<file path="src/rtl/amx_sym_tx_if.sv">
// Byte-in / 6-bit-symbol-out handshake bundle for amx_sym_tx.
// master: the packer itself; slave: byte source plus symbol sink.
interface amx_sym_tx_if;
  logic [7:0] byte_in;
  logic       byte_valid;
  logic       byte_ready;
  logic       flush;
  logic [5:0] sym_out;
  logic       sym_valid;
  logic       sym_ready;
  logic       busy;

  modport master (
    input  byte_in, byte_valid, flush, sym_ready,
    output byte_ready, sym_out, sym_valid, busy
  );

  modport slave (
    output byte_in, byte_valid, flush, sym_ready,
    input  byte_ready, sym_out, sym_valid, busy
  );
endinterface

</file>
<file path="src/rtl/amx_sym_tx.sv">
// AMX symbol-link transmitter: byte FIFO, 3-byte gather, MSB-first 4x6-bit symbol emit.
// Define AMX_TX_SYNC_EN to prefix every group with a SYNC_SYM frame header.
module amx_sym_tx #(
  parameter int unsigned FIFO_DEPTH = 4,
  parameter logic [5:0]  SYNC_SYM   = 6'h3F,
  parameter logic [5:0]  IDLE_SYM   = 6'h00
) (
  input logic          clk,
  input logic          rst,
  amx_sym_tx_if.master bus
);

  localparam int unsigned AW = $clog2(FIFO_DEPTH);
  typedef logic [AW-1:0] ptr_t;
  typedef logic [AW:0]   cnt_t;

`ifdef AMX_TX_SYNC_EN
  typedef enum logic [1:0] {StGather, StEmit, StSync} state_e;
`else
  typedef enum logic [1:0] {StGather, StEmit} state_e;
  logic [5:0] unused_sync;
  assign unused_sync = SYNC_SYM;
`endif

  logic [7:0] mem_q [FIFO_DEPTH];
  ptr_t       wr_ptr_q, wr_ptr_d, rd_ptr_q, rd_ptr_d;
  cnt_t       cnt_q, cnt_d;
  state_e     state_q, state_d;
  logic [23:0] g_q, g_d;
  logic [1:0] gcnt_q, gcnt_d;
  logic [1:0] idx_q, idx_d;
  logic       flush_pend_q, flush_pend_d;
  logic [5:0] sym_out_q, sym_out_d;
  logic       sym_valid_q, sym_valid_d;

  logic       full, empty, push, pop, grp_done, flush_clr;
  logic [7:0] rd_byte;

  assign full    = (cnt_q == cnt_t'(FIFO_DEPTH));
  assign empty   = (cnt_q == '0);
  assign push    = bus.byte_valid & ~full;
  assign rd_byte = mem_q[rd_ptr_q];

  always_comb begin
    state_d      = state_q;
    g_d          = g_q;
    gcnt_d       = gcnt_q;
    idx_d        = idx_q;
    wr_ptr_d     = wr_ptr_q;
    rd_ptr_d     = rd_ptr_q;
    cnt_d        = cnt_q;
    pop          = 1'b0;
    grp_done     = 1'b0;
    flush_clr    = 1'b0;
    flush_pend_d = flush_pend_q;
    sym_out_d    = IDLE_SYM;
    sym_valid_d  = 1'b0;

    unique case (state_q)
      StGather: begin
        if (!empty) begin
          pop = 1'b1;
          // First byte clears the low bytes so a flush pads with zeros for free.
          case (gcnt_q)
            2'd0:    g_d = {rd_byte, 16'h0000};
            2'd1:    g_d[15:8] = rd_byte;
            default: g_d[7:0] = rd_byte;
          endcase
          if (gcnt_q == 2'd2) grp_done = 1'b1;
          else                gcnt_d = gcnt_q + 2'd1;
        end else if (flush_pend_q) begin
          flush_clr = 1'b1;
          if (gcnt_q != 2'd0) grp_done = 1'b1;
        end
      end
      StEmit: begin
        if (bus.sym_ready) begin
          if (idx_q == 2'd3) state_d = StGather;
          else               idx_d = idx_q + 2'd1;
        end
      end
`ifdef AMX_TX_SYNC_EN
      StSync: begin
        if (bus.sym_ready) state_d = StEmit;
      end
`endif
      default: state_d = StGather;
    endcase

    if (grp_done) begin
      gcnt_d = 2'd0;
      idx_d  = 2'd0;
`ifdef AMX_TX_SYNC_EN
      state_d = StSync;
`else
      state_d = StEmit;
`endif
    end

    if (push) wr_ptr_d = wr_ptr_q + ptr_t'(1);
    if (pop)  rd_ptr_d = rd_ptr_q + ptr_t'(1);
    case ({push, pop})
      2'b10:   cnt_d = cnt_q + cnt_t'(1);
      2'b01:   cnt_d = cnt_q - cnt_t'(1);
      default: cnt_d = cnt_q;
    endcase

    flush_pend_d = (flush_pend_q & ~flush_clr) | bus.flush;

    // Outputs are registered, so they are decoded from next-state values.
    sym_valid_d = (state_d != StGather);
    if (state_d == StEmit) begin
      unique case (idx_d)
        2'd0: sym_out_d = g_d[23:18];
        2'd1: sym_out_d = g_d[17:12];
        2'd2: sym_out_d = g_d[11:6];
        2'd3: sym_out_d = g_d[5:0];
      endcase
    end
`ifdef AMX_TX_SYNC_EN
    if (state_d == StSync) sym_out_d = SYNC_SYM;
`endif
  end

  always_ff @(posedge clk) begin
    if (rst) begin
      wr_ptr_q     <= '0;
      rd_ptr_q     <= '0;
      cnt_q        <= '0;
      state_q      <= StGather;
      g_q          <= '0;
      gcnt_q       <= 2'd0;
      idx_q        <= 2'd0;
      flush_pend_q <= 1'b0;
      sym_out_q    <= IDLE_SYM;
      sym_valid_q  <= 1'b0;
    end else begin
      if (push) mem_q[wr_ptr_q] <= bus.byte_in;
      wr_ptr_q     <= wr_ptr_d;
      rd_ptr_q     <= rd_ptr_d;
      cnt_q        <= cnt_d;
      state_q      <= state_d;
      g_q          <= g_d;
      gcnt_q       <= gcnt_d;
      idx_q        <= idx_d;
      flush_pend_q <= flush_pend_d;
      sym_out_q    <= sym_out_d;
      sym_valid_q  <= sym_valid_d;
    end
  end

  assign bus.byte_ready = ~full;
  assign bus.sym_out    = sym_out_q;
  assign bus.sym_valid  = sym_valid_q;
  assign bus.busy       = ~empty | (gcnt_q != 2'd0) | (state_q != StGather) | flush_pend_q;

endmodule

</file>
<file path="src/flat_wrapper.sv">
// flat-port wrapper written by rule: the top's interface ports become plain ports
module amx_sym_tx_flat 
#(
  parameter int unsigned FIFO_DEPTH = 4,
  parameter logic [5:0]  SYNC_SYM   = 6'h3F,
  parameter logic [5:0]  IDLE_SYM   = 6'h00
)
  (clk, rst, bus_byte_in, bus_byte_valid, bus_flush, bus_sym_ready, bus_byte_ready, bus_sym_out, bus_sym_valid, bus_busy);
  amx_sym_tx_if bus_i ();
  input logic clk;
  input logic rst;
  input wire logic [$bits(bus_i.byte_in)-1:0] bus_byte_in;
  input wire logic [$bits(bus_i.byte_valid)-1:0] bus_byte_valid;
  input wire logic [$bits(bus_i.flush)-1:0] bus_flush;
  input wire logic [$bits(bus_i.sym_ready)-1:0] bus_sym_ready;
  output wire logic [$bits(bus_i.byte_ready)-1:0] bus_byte_ready;
  output wire logic [$bits(bus_i.sym_out)-1:0] bus_sym_out;
  output wire logic [$bits(bus_i.sym_valid)-1:0] bus_sym_valid;
  output wire logic [$bits(bus_i.busy)-1:0] bus_busy;
  assign bus_i.byte_in = bus_byte_in;
  assign bus_i.byte_valid = bus_byte_valid;
  assign bus_i.flush = bus_flush;
  assign bus_i.sym_ready = bus_sym_ready;
  assign bus_byte_ready = bus_i.byte_ready;
  assign bus_sym_out = bus_i.sym_out;
  assign bus_sym_valid = bus_i.sym_valid;
  assign bus_busy = bus_i.busy;
  amx_sym_tx #(.FIFO_DEPTH(FIFO_DEPTH), .SYNC_SYM(SYNC_SYM), .IDLE_SYM(IDLE_SYM)) u_core (.clk(clk), .rst(rst), .bus(bus_i));
endmodule
</file>
<file path="config.mk">
export PLATFORM = sky130hd
export DESIGN_NAME = amx_sym_tx_flat
export DESIGN_NICKNAME = d
export VERILOG_FILES = /design/src/rtl/amx_sym_tx_if.sv /design/src/rtl/amx_sym_tx.sv /design/src/flat_wrapper.sv
export SDC_FILE = /design/constraint.sdc
export NUM_CORES = 1
export LEC_CHECK = 0
export CAP_MARGIN = 5
export CORE_MARGIN = 2
export CORE_UTILIZATION = 40
export DETAILED_ROUTE_END_ITERATION = 8
export DONT_BUFFER_PORTS = 1
export PLACE_DENSITY_LB_ADDON = 0.08
export SLEW_MARGIN = 20
export SYNTH_ARGS = -nofsm -noshare
export SYNTH_HDL_FRONTEND = slang
export SYNTH_SLANG_ARGS = --single-unit
</file>
<file path="constraint.sdc">
create_clock -name clk -period 4.1 [get_ports clk]
set_input_delay 1.025 -clock clk [delete_from_list [all_inputs] [get_ports clk]]
set_output_delay 1.025 -clock clk [all_outputs]
set_load 0.005 [all_outputs]
</file>
==> summary.txt, run 1 <==
Run status
  • Outcome: complete, no violations

Die
  • Die area: 9150 µm²
  • Die H: 95.7 µm
  • CORE AREA: 8180 µm²
  • Initial core utilization: 41.1%
  • Die X: 95.7 µm
  • Row cnt: 33
  • Io pins: 22

Critical path
  • Stages on worst setup path: 6
  • Crit path buffers/inverters: 1
  • WP data arrival: 2.66 ns
  • FF-to-FF End: u_core.bus.sym_out[2]
  • Cell Chain, Critical Path: inv_1 > ha_1 > o211ai_1 > a221oi_1 > a211o_1 > a221oi_2
  • Crit Path Class: flip-flop to flip-flop
  • Element type at the critical path end: flip-flop
  • Worst setup SP type: flip-flop
  • Largest delay contributor family on the critical path: compound AO/OA/AOI/OAI gates
  • Max FO, Critical Path: 11
  • R2R cell count: 6
  • Reg-to-reg slack, setup: 1.72 ns
  • Slowest CP cell: o211ai_1
  • CP max stage delay: 0.79 ns
  • Critical R2R Launch: u_core.gcnt_q[0]
  • CP Data Required Time: 4.38 ns

Drt
  • Final WL: 6210 µm
  • Final ANT Viol Nets: 0
  • Via/cell ratio: 5.25
  • Per-cell routed wire length: 16.6 µm
  • # DRC: 0
  • Starting DRT DRC Count: 64
  • Via count: 1965
  • Drt pass-1 iters: 4

Hold path
  • Hold path start: u_core.g_q[5]
  • WHS Endpoint: u_core.g_q[5]
  • Hold Path Depth: 2
  • Min-delay worst type: flip-flop to flip-flop

Synthesis
  • Post-synth cell types: 53
  • Synth Area per Inst: 12.6 µm²
  • Synth Flop Type: dfxtp_1
  • Total number of yosys warnings: 0
  • Synthesized area: 3360 µm²
  • Mapped Cells: 266
  • Asr flop ratio synth: 0%
  • Mapped Nets: 289
  • Post-synth EDFFs: 32
  • Post-synthesis sequential area ratio: 56.6%
  • Synth Register Bits: 79

Timing
  • Worst slew margin: 35.7%
  • Slew Limit Fails: 0
  • Actual slew at the worst max-slew pin: 0.960 ns
  • FMAX: 0.420 GHz
  • Min Tclk post-route: 2.38 ns
  • Period utilization: 58.1%
  • Final setup viols: 0
  • Final hold violation count: 0
  • Final hold slack: 0.459 ns
  • RSZ-0062 raised after global routing: false
  • Skew final: 0.00666 ns
  • Sum Neg Setup Slack: 0 ns

Placed design
  • GP Congestion: 0.727
  • Hpwl dp: 4170 µm
  • Placed Instances: 358
  • IO Port Bufs: 0
  • Area post-placement: 3410 µm²

Clock network
  • # resized after CTS: 0
  • CTS Root Cell: clkbuf_8
  • H-Tree Level Count: 3
  • Total CTS buffers: 9
  • Post-CTS setup buffers: 0
  • Bufs on Longest Clock Path: 2
  • Num Clock Sinks: 79
  • Clk_lat worst skew: 0.36 ns
  • Clk pin slew, worst setup/hold paths: 0.09 ns
  • CTS tree: built
  • # hold bufs at CTS: 0

Global routing
  • Initial antenna violation count: 0
  • Number of global-route vias before repair: 1984
  • First-pass GRT wire length: 10300 µm
  • GRT Total Usage: 15.5%
  • Total grt overflow: 0
  • Largest net degree at the start of global routing: 37

Pwr
  • Power density over cell area: 605 nW/µm²
  • Total design power: 2200 µW
  • Pleak: 0.00129 µW
  • Worst VDD drop: 247 µV

Cells and area
  • Final Instance Area: 3640 µm²
  • Layout Cells excl Fill: 374
  • Layout fillers: 778
  • Commonest non-fill, non-tap cell in the layout: dfxtp_1
  • Final Net Count: 287
  • Antenna Cells: 0
  • Layout area overhead: 8.23%
  • Most frequent cells in the layout: dfxtp_1 (47), nor2_1 (33), edfxtp_1 (32), a21oi_1 (11), inv_1 (10)
  • Layout cells sized above 1: 16.0%

Job
  • Max cap viols: 0
-- logic make-up after synthesis --
logic type | after synthesis | synth area share (%)
flops | 79 | 56.6
simple gates | 70 | 11.1
compound gates | 56 | 13.6
buf+inv | 24 | 3.80
mux | 20 | 9.27
fa+ha+maj | 10 | 3.95
xor+xnor | 6 | 1.56
other cells | 1 | 0.112
-- synthesized netlist by cell type (3+ instances only) --
master,count,area share (%)
ha_1,9,3.4
a221oi_2,4,1.8
a22oi_1,9,2.0
a22o_1,3,0.78
a211o_1,4,1.0
and2_1,4,0.74
buf_2,3,0.45
edfxtp_1,32,29
nand3_1,3,0.45
a21oi_1,11,1.6
nor2b_1,8,1.5
mux4_2,8,5.4
dfxtp_1,47,28
xor2_1,3,0.78
nor2_1,33,3.7
a21o_1,3,0.67
buf_6,4,1.3
nand2_1,8,0.89
xnor2_1,3,0.78
mux2i_1,9,2.7
a221oi_1,6,1.6
inv_1,10,1.1
clkbuf_1,6,0.67
-- report_power, final --
part / switching, µW / internal, µW
combinational: 321 / 240
sequential: 73.7 / 908
clock: 307 / 351
-- stage by stage --
| step | utilization (%) | setup slack, ns |
|---|---|---|
| 6_report | 44.5 | 1.72 |
| 5_1_grt | 44.5 | 1.53 |
| 4_1_cts | 44.5 | 1.73 |
| 3_5_place_dp | 41.7 | 1.65 |
| 3_3_place_gp | 41.7 | 1.69 |
| 2_1_floorplan | - | 1.73 |
-- sequential cells by signal (all words and copies together), names as in the netlist, 2 cells and up, named ones only --
name and flops:
u_core.mem_q 32, u_core.g_q 24, u_core.bus.sym_out 6, u_core.cnt_q 3, u_core.gcnt_q 2, u_core.idx_q 2, u_core.rd_ptr_q 2, u_core.state_q 2
u_core.wr_ptr_q 2
-- metal layers --
layer	wire (µm)	up-vias	GRT usage, %
met4	91	0	5.00
met2	2850	23	24.0
met5	0	-	0
met1	3020	958	20.0
li1	-	974	-
met3	249	10	5.77
-- worst max path at each step --
stage | startpoint | endpoint | slack [ns]
detailed placement | bus_byte_valid | u_core.cnt_q[2] | 1.65
floorplan | bus_byte_valid | u_core.cnt_q[2] | 1.73
global route | u_core.gcnt_q[0] | u_core.bus.sym_out[2] | 1.53
CTS | u_core.gcnt_q[0] | u_core.bus.sym_out[2] | 1.73
global placement | bus_byte_valid | u_core.cnt_q[2] | 1.69
finish | u_core.gcnt_q[0] | u_core.bus.sym_out[2] | 1.72
-- worst reg2reg max path, cell delays in order (launching register included) --
cell,delay (ns)
dfxtp_1,0.37
inv_1,0.09
ha_1,0.24
o211ai_1,0.79
a221oi_1,0.25
a211o_1,0.33
a221oi_2,0.23
-- area by class of cell --
class | instances | area, µm² | share of cell area, %
clock buffer | 9 | 124 | 3.41
clock inverter | 7 | 104 | 2.86
inverter | 10 | 37.5 | 1.03
timing repair buffer | 1 | 7.51 | 0.206
sequential | 79 | 1900 | 52.3
tap | 105 | 131 | 3.61
multi-input combinational | 163 | 1330 | 36.6
Power figures use the tool's default switching activity.
==> inputs of run 2 (changes only) <==
==> constraint.sdc (replaced) <==
create_clock -name clk -period 2.3 [get_ports clk]
set_input_delay 0.575 -clock clk [delete_from_list [all_inputs] [get_ports clk]]
set_output_delay 0.575 -clock clk [all_outputs]
set_load 0.005 [all_outputs]
==> summary.txt, run 2 (synthesized netlist as in run 1, its figures left out) <==
Global routing
  • GRT Total Usage: 15.1%
  • Met1 usage: 20.2%
  • M2 GR Usage: 22.8%
  • Largest net degree at the start of global routing: 37
  • Number of global-route vias before repair: 1975
  • Total grt overflow: 0
  • First-pass GRT wire length: 10200 µm
  • Gr busiest metal: met2
  • Met3 usage in global routing: 4.74%
  • Initial antenna violation count: 0

Critical path
  • CP Data Required Time: 2.59 ns
  • CP max stage delay: 0.38 ns
  • WP data arrival: 2.43 ns
  • Cell Chain, Critical Path: or2_4 > nor2_1 > ha_1 > inv_1 > fa_1 > xor2_1 > or3_1 > a21oi_1
  • Reg-to-reg slack, setup: 0.16 ns
  • Slowest CP cell: dfxtp_1
  • Worst setup SP type: flip-flop
  • R2R cell count: 8
  • Critical R2R Launch: u_core.state_q[1]
  • FF-to-FF End: u_core.cnt_q[2]
  • Max FO, Critical Path: 7
  • Crit path buffers/inverters: 1
  • Stages on worst setup path: 8
  • Largest delay contributor family on the critical path: simple AND/OR/NAND/NOR gates
  • Element type at the critical path end: flip-flop
  • Crit Path Class: flip-flop to flip-flop

Die
  • Row cnt: 33
  • Io pins: 22
  • Die X: 95.7 µm
  • Initial core utilization: 41.1%
  • Die H: 95.7 µm
  • Die area: 9150 µm²
  • CORE AREA: 8180 µm²

Drt
  • Final ANT Viol Nets: 0
  • # DRC: 0
  • Via count: 1954
  • Via/cell ratio: 5.16
  • Starting DRT DRC Count: 57
  • Per-cell routed wire length: 16.4 µm
  • Final WL: 6210 µm
  • Drt pass-1 iters: 4

Clock network
  • CTS tree: built
  • # resized after CTS: 0
  • Clk pin slew, worst setup/hold paths: 0.09 ns
  • # hold bufs at CTS: 0
  • Num Clock Sinks: 79
  • Post-CTS setup buffers: 0
  • CTS Root Cell: clkbuf_8
  • Bufs on Longest Clock Path: 2
  • Clk_lat worst skew: 0.35 ns
  • H-Tree Level Count: 3
  • Total CTS buffers: 9

Job
  • Max cap viols: 0

Timing
  • FMAX: 0.467 GHz
  • Sum Neg Setup Slack: 0 ns
  • Final setup viols: 0
  • Period utilization: 93.1%
  • Min Tclk post-route: 2.14 ns
  • Slew Limit Fails: 0
  • RSZ-0062 raised after global routing: false
  • Final hold violation count: 0
  • Skew final: 0.00805 ns

Pwr
  • Pleak: 0.00132 µW
  • Total design power: 4010 µW
  • Worst VDD drop: 452 µV
  • Power density over cell area: 1080 nW/µm²

Cells and area
  • Most frequent cells in the layout: dfxtp_1 (47), nor2_1 (33), edfxtp_1 (32), a21oi_1 (11), inv_1 (10)
  • Largest reg by FF count: u_core.mem_q
  • Layout area overhead: 10.1%
  • Final Net Count: 292
  • Antenna Cells: 0
  • Layout cells sized above 1: 17.5%
  • Max reg flops: 32
  • Commonest non-fill, non-tap cell in the layout: dfxtp_1

Placed design
  • IO Port Bufs: 0
  • Hpwl dp: 4170 µm
  • GP Congestion: 0.796

Run status
  • Outcome: complete, no violations

Hold path
  • Hold path start: rst
  • Min-delay worst type: input port to flip-flop
  • WHS Endpoint: u_core.wr_ptr_q[1]
  • Hold Path Depth: 1
run 2: cell types whose count changed in the layout (fill, tap and decap cells not counted), sizes merged:
cell	before	now
inv	13	14
buf	1	6
clkinvlp	2	1
run 2: where the power goes:
group | internal, µW | total (µW) | switching (µW)
combinational | 492 | 1110 | 618
sequential | 1620 | 1720 | 98.1
clock | 627 | 1180 | 555
total | 2740 | 4010 | 1270
run 2: cell type report:
cell class              instances  area [µm²]
fillers                       779        4480
flip-flops and latches         79        1900
multi-input cells             163        1330
well taps                     105         131
clock buffers                   9         124
clock inverters                 7         103
repair buffers                  6        70.1
inverters                      10        37.5
run 2: worst register-to-register path: stages, from the launching register on:
cell and delay [ns]:
dfxtp_1 0.38, or2_4 0.30, nor2_1 0.16, ha_1 0.21
inv_1 0.06, fa_1 0.37, xor2_1 0.16, or3_1 0.30
a21oi_1 0.14
run 2: routing by layer:
| metal | vias to the layer above | part of all wire (%) |
|---|---|---|
| met5 | - | 0 |
| met2 | 33 | 46 |
| met3 | 6 | 4.4 |
| met4 | 0 | 1.1 |
| met1 | 929 | 49 |
| li1 | 986 | - |
run 2: how the worst max path moves through the flow:
stage	start	endpoint	slack, ns
floorplan	u_core.state_q[0]	u_core.cnt_q[2]	0.18
global placement	u_core.state_q[1]	u_core.cnt_q[2]	0.21
detailed placement	u_core.state_q[1]	u_core.cnt_q[2]	0.18
CTS	u_core.state_q[1]	u_core.cnt_q[2]	0.16
global route	u_core.state_q[1]	u_core.cnt_q[2]	0.02
finish	u_core.state_q[1]	u_core.cnt_q[2]	0.16
run 2: metrics by stage:
| step | instance area, µm² | std cells | setup slack (ns) | util (%) | hold WS (ns) |
|---|---|---|---|---|---|
| 3_3_place_gp | 3470 | 363 | 0.211 | 42.5 | 0.438 |
| 2_1_floorplan | 3360 | 266 | 0.181 | - | 0.436 |
| 5_1_grt | 3700 | 379 | 0.0150 | 45.2 | 0.264 |
| 4_1_cts | 3700 | 379 | 0.164 | 45.2 | 0.269 |
| 6_report | 3700 | 379 | 0.159 | 45.2 | 0.286 |
| 3_5_place_dp | 3470 | 363 | 0.181 | 42.5 | 0.447 |
==> inputs of run 3 (changes only) <==
--- a/config.mk
+++ b/config.mk
@@ -5,6 +5,7 @@
 export SDC_FILE = /design/constraint.sdc
 export NUM_CORES = 1
 export LEC_CHECK = 0
+export ABC_AREA = 1
 export CAP_MARGIN = 5
 export CORE_MARGIN = 2
 export CORE_UTILIZATION = 40
==> summary.txt, run 3 <==
Run status
  • Outcome: complete, no violations

Cells and area
  • Antenna Cells: 0
  • Layout area overhead: 9.32%
  • Commonest non-fill, non-tap cell in the layout: nand2_1
  • Layout cells sized above 1: 10.6%
  • Max reg flops: 32
  • Most frequent cells in the layout: nand2_1 (125), dfxtp_1 (47), nand3_1 (39), nor2_1 (39), inv_1 (34)
  • Final Net Count: 436
  • Largest reg by FF count: u_core.mem_q

Synthesis
  • Synth top area share: 28.1%
  • Total number of yosys warnings: 0
  • Post-synthesis sequential area ratio: 55.5%
  • Mapped Cells: 403
  • Synth Area per Inst: 8.50 µm²
  • Post-synth cell types: 27
  • Post-synth EDFFs: 32
  • Most frequent cells after synthesis: nand2_1 (125), dfxtp_1 (47), nand3_1 (39), nor2_1 (39), inv_1 (34)
  • Synthesized area: 3420 µm²
  • Leading post-synthesis cells by cell area: edfxtp_1 (28%), dfxtp_1 (27%), nand2_1 (14%), nand3_1 (5.7%), nor2_1 (4.3%)
  • Synth Register Bits: 79
  • Synth Flop Type: dfxtp_1
  • Most area-hungry cell type in the Yosys netlist: edfxtp_1
  • Most common cell in the synthesized netlist: nand2_1
  • Asr flop ratio synth: 0%
  • Mapped Nets: 426

Critical path
  • Element type at the critical path end: flip-flop
  • Crit path launch: u_core.cnt_q[0]
  • Largest delay contributor family on the critical path: adder cells
  • Reg-to-reg slack, setup: 0.22 ns
  • CP max stage delay: 0.38 ns
  • Crit Path Class: flip-flop to flip-flop
  • Worst setup SP type: flip-flop
  • Critical R2R Launch: u_core.cnt_q[0]
  • WP data arrival: 2.31 ns
  • FF-to-FF End: u_core.cnt_q[2]
  • CP Data Required Time: 2.53 ns
  • Cell Chain, Critical Path: nor2_4 > nand2_1 > nand2_1 > ha_1 > inv_1 > fa_1 > a21oi_1 > o21ai_0 > o21ai_0 > a21oi_1
  • R2R cell count: 10
  • Critical Path End: u_core.cnt_q[2]
  • Crit path buffers/inverters: 1
  • Slowest CP cell: fa_1
  • Max FO, Critical Path: 5
  • Stages on worst setup path: 10

Global routing
  • Met1 usage: 22.2%
  • Gr busiest metal: met2
  • Largest net degree at the start of global routing: 30
  • Total grt overflow: 0
  • First-pass GRT wire length: 11100 µm
  • Initial antenna violation count: 0
  • Number of global-route vias before repair: 2250
  • Met3 usage in global routing: 3.65%
  • M2 GR Usage: 24.0%
  • GRT Total Usage: 15.9%

Timing
  • Slew Limit Fails: 0
  • Sum Neg Setup Slack: 0 ns
  • Final hold slack: 0.281 ns
  • FMAX: 0.480 GHz
  • Skew final: 0.0111 ns
  • RSZ-0062 raised after global routing: false
  • Min Tclk post-route: 2.08 ns
  • Final hold violation count: 0
  • Final setup viols: 0
  • Period utilization: 90.6%

Die
  • Die H: 96.5 µm
  • Initial core utilization: 41.5%
  • Die X: 96.5 µm
  • CORE AREA: 8260 µm²
  • Row cnt: 33
  • Die area: 9320 µm²
  • Io pins: 22

Clock network
  • CTS Root Cell: clkbuf_8
  • Bufs on Longest Clock Path: 2
  • Clk_lat worst skew: 0.35 ns
  • CTS tree: built
  • # resized after CTS: 0
  • H-Tree Level Count: 3
  • Num Clock Sinks: 79
  • Post-CTS setup buffers: 0
  • Total CTS buffers: 9
  • # hold bufs at CTS: 0
  • Clk pin slew, worst setup/hold paths: 0.08 ns

Placed design
  • IO Port Bufs: 0
  • GP Congestion: 0.792
  • Hpwl dp: 4890 µm

Drt
  • Via count: 2473
  • Via/cell ratio: 4.74
  • Final WL: 6730 µm
  • Final ANT Viol Nets: 0
  • # DRC: 0
  • Starting DRT DRC Count: 95
  • Drt pass-1 iters: 4
  • Per-cell routed wire length: 12.9 µm

Pwr
  • Worst VDD drop: 452 µV
  • Power density over cell area: 1050 nW/µm²
  • Pleak: 0.00153 µW

Hold path
  • Hold path start: rst
  • Min-delay worst type: input port to flip-flop

Job
  • Max cap viols: 0
-- run 3: worst min-delay path by stage --
stage	endpoint	slack [ns]	depth (start not counted)
after floorplan	flip-flop	0.44	2
after global placement	u_core.rd_ptr_q[1]	0.45	2
after detailed placement	flip-flop	0.46	2
after CTS	u_core.flush_pend_q	0.27	1
after global routing	u_core.state_q[0]	0.27	1
final	u_core.state_q[0]	0.28	1
-- run 3: where the power goes --
part           internal, µW  switching, µW  leakage [µW]
Sequential             1660            112      0.000673
Clock                   487            490     0.0000872
Combinational           390            808      0.000771
Total                  2530           1410       0.00153
-- run 3: cell type report --
| class | count | area (µm²) |
|---|---|---|
| fillers | 830 | 4510 |
| clock inverters | 5 | 50.0 |
| clock buffers | 10 | 128 |
| repair buffers | 8 | 60.1 |
| well taps | 105 | 131 |
| inverters | 40 | 150 |
| multi-input cells | 275 | 1320 |
| flip-flops and latches | 79 | 1900 |
-- run 3: through the flow --
stage	area [µm²]	total power (µW)	cells	utilization, %	setup WS (ns)
after CTS	3740	3980	522	45.3	0.234
after floorplan	3420	2750	403	-	0.452
after global placement	3570	3000	507	43.2	0.337
after global routing	3740	4240	522	45.3	0.0409
final	3740	3940	522	45.3	0.217
after detailed placement	3570	3010	507	43.2	0.255
-- run 3: logic make-up after synthesis --
group | Yosys count | synth area share, %
compound gates | 48 | 8.11
xor+xnor | 1 | 0.256
fa+ha+maj | 10 | 3.87
buf+inv | 49 | 5.85
flops | 79 | 55.5
other cells | 1 | 0.110
simple gates | 215 | 26.3
-- run 3: routing by layer --
metal / vias up / part of all wire (%)
met1: 1108 / 51
met4: 0 / 1.5
met5: - / 0
met3: 11 / 3.2
met2: 42 / 44
li1: 1312 / -
